<file path="src/rtl/hwag_crank_gen.sv">
// hwag_crank_gen
// Toothed-wheel (crank) waveform generator. Produces a 60-2 style wheel
// signal with a programmable per-slot length, plus ground-truth markers
// (slot index, gap flag, tooth/revolution strobes, revolution counter)
// so a capture path can be checked against what was actually sent.
//
// Ports:
//   clk          system clock
//   rst          synchronous active-high reset (wins over ena)
//   ena          global clock enable; when low, everything holds
//   run          1 = generate; 0 = stop at the next slot boundary
//   period       slot length in clocks, sampled only at slot start
//   vr_out       generated wheel signal
//   tooth_num    current slot index 0..TEETH_TOTAL-1
//   gap_slot     current slot is a missing tooth
//   tooth_strobe first cycle of every real tooth
//   rev_strobe   first cycle of slot 0
//   rev_cnt      completed revolutions, wraps modulo 2^16
//   busy         generator is not idle
module hwag_crank_gen #(
  parameter int TEETH_TOTAL   = 60,
  parameter int TEETH_MISSING = 2,
  parameter int PERIOD_W      = 24,
  parameter int PERIOD_MIN    = 4
) (
  input  logic                clk,
  input  logic                rst,
  input  logic                ena,
  input  logic                run,
  input  logic [PERIOD_W-1:0] period,
  output logic                vr_out,
  output logic [7:0]          tooth_num,
  output logic                gap_slot,
  output logic                tooth_strobe,
  output logic                rev_strobe,
  output logic [15:0]         rev_cnt,
  output logic                busy
);

  typedef enum logic [1:0] {IDLE, HIGH, LOW, MISS} state_t;

  localparam logic [PERIOD_W-1:0] P_MIN     = PERIOD_W'(PERIOD_MIN);
  localparam logic [7:0]          IDX_WRAP  = 8'(TEETH_TOTAL);
  localparam logic [7:0]          IDX_FIRST_GAP = 8'(TEETH_TOTAL - TEETH_MISSING);

  state_t              state_reg, state_next;
  logic [PERIOD_W-1:0] sc_reg, sc_next;
  logic [PERIOD_W-1:0] p_reg, p_next;
  logic                vr_reg, vr_next;
  logic [7:0]          tooth_reg, tooth_next;
  logic                gap_reg, gap_next;
  logic                tstb_reg, tstb_next;
  logic                rstb_reg, rstb_next;
  logic [15:0]         rev_reg, rev_next;

  logic [PERIOD_W-1:0] period_clamped;
  logic [PERIOD_W-1:0] hi, lo;
  logic [7:0]          idx_inc, idx_after;
  logic                idx_wrap;
  logic                slot_end;

  // Clamp is applied only where p is latched, so mid-slot changes of
  // period never disturb the slot in progress.
  assign period_clamped = (period < P_MIN) ? P_MIN : period;

  // Odd periods give the extra cycle to the low phase.
  assign hi = p_reg >> 1;
  assign lo = p_reg - hi;

  assign idx_inc   = tooth_reg + 8'd1;
  assign idx_wrap  = (idx_inc == IDX_WRAP);
  assign idx_after = idx_wrap ? 8'd0 : idx_inc;

  always_comb begin
    state_next = state_reg;
    sc_next    = sc_reg;
    p_next     = p_reg;
    vr_next    = vr_reg;
    tooth_next = tooth_reg;
    gap_next   = gap_reg;
    rev_next   = rev_reg;
    tstb_next  = 1'b0;
    rstb_next  = 1'b0;
    slot_end   = 1'b0;

    unique case (state_reg)
      IDLE: begin
        if (run) begin
          state_next = HIGH;
          sc_next    = '0;
          p_next     = period_clamped;
          vr_next    = 1'b1;
          tooth_next = 8'd0;
          gap_next   = 1'b0;
          tstb_next  = 1'b1;
          rstb_next  = 1'b1;
        end
      end
      HIGH: begin
        if (sc_reg == hi - 1'b1) begin
          state_next = LOW;
          sc_next    = '0;
          vr_next    = 1'b0;
        end else begin
          sc_next = sc_reg + 1'b1;
        end
      end
      LOW: begin
        if (sc_reg == lo - 1'b1) slot_end = 1'b1;
        else                     sc_next  = sc_reg + 1'b1;
      end
      MISS: begin
        if (sc_reg == p_reg - 1'b1) slot_end = 1'b1;
        else                        sc_next  = sc_reg + 1'b1;
      end
      default: state_next = IDLE;
    endcase

    if (slot_end) begin
      sc_next = '0;
      if (!run) begin
        // Stop: index and revolution count stay where they are.
        state_next = IDLE;
        vr_next    = 1'b0;
        gap_next   = 1'b0;
      end else begin
        tooth_next = idx_after;
        p_next     = period_clamped;
        if (idx_wrap) begin
          rev_next  = rev_reg + 16'd1;
          rstb_next = 1'b1;
        end
        if (idx_after >= IDX_FIRST_GAP) begin
          state_next = MISS;
          vr_next    = 1'b0;
          gap_next   = 1'b1;
        end else begin
          state_next = HIGH;
          vr_next    = 1'b1;
          gap_next   = 1'b0;
          tstb_next  = 1'b1;
        end
      end
    end
  end

  always_ff @(posedge clk) begin
    if (rst) begin
      state_reg <= IDLE;
      sc_reg    <= '0;
      p_reg     <= '0;
      vr_reg    <= 1'b0;
      tooth_reg <= 8'd0;
      gap_reg   <= 1'b0;
      tstb_reg  <= 1'b0;
      rstb_reg  <= 1'b0;
      rev_reg   <= 16'd0;
    end else if (ena) begin
      state_reg <= state_next;
      sc_reg    <= sc_next;
      p_reg     <= p_next;
      vr_reg    <= vr_next;
      tooth_reg <= tooth_next;
      gap_reg   <= gap_next;
      tstb_reg  <= tstb_next;
      rstb_reg  <= rstb_next;
      rev_reg   <= rev_next;
    end
  end

  assign vr_out       = vr_reg;
  assign tooth_num    = tooth_reg;
  assign gap_slot     = gap_reg;
  assign tooth_strobe = tstb_reg;
  assign rev_strobe   = rstb_reg;
  assign rev_cnt      = rev_reg;
  assign busy         = (state_reg != IDLE);

endmodule

</file>
<file path="config.mk">
export PLATFORM = sky130hd
export DESIGN_NAME = hwag_crank_gen
export DESIGN_NICKNAME = d
export VERILOG_FILES = /design/src/rtl/hwag_crank_gen.sv
export SDC_FILE = /design/constraint.sdc
export NUM_CORES = 1
export LEC_CHECK = 0
export BUFFER_PORTS_ARGS = -buffer_cell sky130_fd_sc_hd__buf_4
export CAP_MARGIN = 5
export CELL_PAD_IN_SITES_DETAIL_PLACEMENT = 1
export CELL_PAD_IN_SITES_GLOBAL_PLACEMENT = 1
export CORE_ASPECT_RATIO = 0.9
export CORE_MARGIN = 2
export CORE_UTILIZATION = 44
export DETAILED_ROUTE_END_ITERATION = 10
export PLACE_DENSITY_LB_ADDON = 0.1
export SYNTH_ARGS = -nofsm -noshare
export SYNTH_HDL_FRONTEND = slang
export SYNTH_SLANG_ARGS = --single-unit
export TNS_END_PERCENT = 50
</file>
<file path="constraint.sdc">
create_clock -name clk -period 9.1 [get_ports clk]
set_input_delay 0.91 -clock clk [delete_from_list [all_inputs] [get_ports clk]]
set_output_delay 0.91 -clock clk [all_outputs]
set_load 0.01 [all_outputs]
</file>
==> flow_summary.json <==
{
  "status": "finished clean",
  "drive_gt1_share_pct": 8.89,
  "cts_tree": "done",
  "fin_util_pct": 50.1,
  "grtUsageTotal_pct": 28.0,
  "htree_levels": 3,
  "fin_crit_sh_pct": 57.5,
  "synthDistinctLibCells": 70,
  "post_cts_buffers": 0,
  "multiInputGateArea_sq_mm": 0.00540,
  "cp-end-kind": "flip-flop",
  "tightest_slew_ns": 0.978,
  "final_max_slew_viol_count": 0,
  "clkPwrFrac_pct": 30.3,
  "cell_internal_pwr_w": 0.000713,
  "rsz0062_at_grt": "no",
  "worst_slack_ns": 3.87,
  "chipWidth_um": 140,
  "grt_pass1_wl_mm": 39.4,
  "grt_pass1_vias": 6900,
  "combPwrFrac_pct": 37.9,
  "regArea_sq_mm": 0.00156,
  "yosysSeqAreaShare_pct": 21.2,
  "yosysWarnings": 0,
  "cts_made_buffers": 9,
  "syn-instance-count": 966,
  "nNetsFinal": 1067,
  "synth_top_family_by_area": "simple AND/OR/NAND/NOR gates",
  "powerDensity_mw_per_mm2": 141,
  "relSlewSlack_pct": 34.8,
  "critical_path_class": "flip-flop to flip-flop",
  "synth_area_sq_mm": 0.00736,
  "path_clk_slew_ns": 0.06,
  "leakagePower_nw": 3.37,
  "fill_cells": 2060,
  "cpPeakStageDelay_ns": 0.80,
  "synth-simple-area-share_pct": 27.5,
  "crit_required_ns": 9.28,
  "synthAdderAreaFrac_pct": 9.29,
  "crit_slowest_cell": "or2_1",
  "cts_hold_buf": 0,
  "synth_xor_area_share_pct": 16.9,
  "setup.worst_path.start_class": "flip-flop",
  "io_buffers": 56,
  "setup-tns-final_ns": 0,
  "switching_share_pct": 37.8,
  "cp_max_fo": 24,
  "overflow": 0,
  "totalWireLength_mm": 24.5,
  "path_cells": "inv_1 -> ha_1 -> fa_1 -> nor2b_1 -> o311ai_2 -> nand2_1 -> xnor2_1 -> a221oi_1 -> nand4_1 -> nor4_1 -> a41oi_2 -> a31oi_2 -> or2_1 -> nor2_1",
  "antenna_found_initial": 1,
  "vias_per_cell": 5.90,
  "syn_to_final_growth_pct": 10.6,
  "syn_avg_cell_area_sq_um": 7.61,
  "synth_async_sr_flop_share_pct": 0,
  "coreArea_sq_mm": 0.0162,
  "dp_hpwl_mm": 19.6,
  "cp.arrival_ns": 5.42,
  "clock-sinks": 78,
  "setup_viol": 0,
  "clock_latency_ns": 0.34,
  "finalHoldViolCount": 0,
  "fmax_mhz": 191,
  "grt_max_degree": 69,
  "dp_slack_ns": 4.01,
  "fin_crit_ns": 5.23,
  "synth_fp_nets": 1048,
  "vias": 7069,
  "start_util_pct": 45.3,
  "ant_nets": 0,
  "drcViolationCount": 0,
  "die_area_sq_mm": 0.0178,
  "switchingPower_w": 0.000434,
  "synth-edff-count": 0,
  "cts_root_buf": "clkbuf_16",
  "ctsResizeCount": 0,
  "wl_per_cell_um": 20.5,
  "ys_ff_latch": 78,
  "rows": 44,
  "place_congestion": 0.910,
  "die-height_um": 127,
  "seq_power_share_pct": 31.8,
  "worstHoldPathType": "flip-flop to flip-flop",
  "synth_compound_area_share_pct": 14.3,
  "synth_mux_area_share_pct": 5.22,
  "firstDrtPassIters": 5,
  "vdd_ir_drop_max_mv": 0.105,
  "clockBufferDepth": 2,
  "pin_count": 57,
  "drtIter0Drc": 519,
  "maxCapViolCount": 0,
  "synth_flop_cell": "dfxtp_1",
  "skew_ns": 0.00500
}
## metal layers
metal	vias up	share of wire [%]	GRT usage (%)
li1	3411	-	-
met1	3440	50	42.6
met2	200	43	42.0
met3	18	6.1	4.76
met4	0	0.88	4.75
met5	-	0	0
## synthesized netlist by cell type, drive strengths merged, types with 6 or more instances
| master | count | area (sq um) |
|---|---|---|
| a211oi | 11 | 82.6 |
| and3 | 22 | 138 |
| nor2b | 27 | 169 |
| or4 | 10 | 75.1 |
| clkbuf | 37 | 139 |
| xor2 | 56 | 490 |
| o31ai | 13 | 116 |
| nor4 | 23 | 144 |
| xnor2 | 86 | 753 |
| inv | 51 | 191 |
| ha | 53 | 663 |
| nand3 | 37 | 185 |
| buf | 13 | 75.1 |
| mux2 | 11 | 124 |
| o21ai | 34 | 170 |
| or2 | 7 | 43.8 |
| nor2 | 122 | 458 |
| mux2i | 26 | 260 |
| nand2b | 11 | 68.8 |
| nor3 | 22 | 115 |
| dfxtp | 78 | 1560 |
| nand2 | 62 | 233 |
| nor3b | 6 | 50.1 |
| a21oi | 42 | 210 |
| a31oi | 13 | 87.6 |
| nand4 | 26 | 163 |
## area by class of cell
class | count | share of cell area (%)
inverter | 51 | 2.35
timing repair buffer | 58 | 5.35
antenna | 1 | 0.0308
clock inverter | 4 | 0.384
clock buffer | 12 | 3.15
sequential | 78 | 19.2
tap | 207 | 3.18
multi-input combinational | 787 | 66.4
## cells in the final DEF (no fill, tap or decap), types with 11 or more instances in the layout
cell | synthesis | routed
nand3_1 | 37 | 37
and3_1 | 22 | 22
mux2_1 | 11 | 11
ha_1 | 53 | 53
mux2i_1 | 26 | 26
xor2_1 | 56 | 56
nand2_1 | 62 | 62
nand4_1 | 26 | 26
o31ai_1 | 11 | 11
o21ai_0 | 33 | 33
nand2b_1 | 11 | 11
nor4_1 | 23 | 23
nor2_1 | 122 | 122
a21oi_1 | 42 | 42
dfxtp_1 | 78 | 78
a31oi_1 | 12 | 12
inv_1 | 51 | 51
nor2b_1 | 27 | 27
nor3_1 | 21 | 21
a211oi_1 | 11 | 11
xnor2_1 | 86 | 86
buf_4 | 2 | 58
## cell families after synthesis
kind of cell	count (synthesis)
flip-flops	78
AND/OR/NAND/NOR	398
multiplexers	37
XOR/XNOR	142
buffers and inverters	101
adder cells (fa/ha/maj)	54
AO/OA/AOI/OAI	156
## metrics by stage
step	area [sq um]	hold slack, ns	total power (W)	instances
finish	8140	0.483	0.00115	1198
CTS	8140	0.487	0.00114	1197
detailed placement	7850	0.476	0.000793	1181
global placement	7850	0.459	0.000786	1181
floorplan	7360	0.490	0.000672	966
global route	8140	0.502	0.00121	1197
## power groups by stage
stage               Combinational [W]  Sequential (W)  Clock (W)
floorplan                    0.000306        0.000365          0
global placement             0.000414        0.000373          0
detailed placement           0.000420        0.000373          0
CTS                          0.000423        0.000365   0.000355
global route                 0.000474        0.000366   0.000370
finish                       0.000434        0.000365   0.000348
## worst paths after layout
| path | cells after the start | to | from | slack [ns] |
|---|---|---|---|---|
| worst max register to register | 14 | sc_reg[10] | p_reg[1] | 3.87 |
| worst min-delay path | 1 | gap_slot | gap_slot | 0.48 |
| worst max-delay path | 14 | sc_reg[10] | p_reg[1] | 3.87 |
| worst min register to register | 1 | gap_slot | gap_slot | 0.48 |
## critical path: cells and delay by family, from the launching register on
kind,cells,cell delay [ns]
AOI/OAI and AO/OA,4,1.55
xor gates and xnor gates,1,0.25
adders and majority gates,2,0.63
buffers and inverters,1,0.18
DFF,1,0.52
and+or+nand+nor,6,1.93
Power figures use the tool's default switching activity.
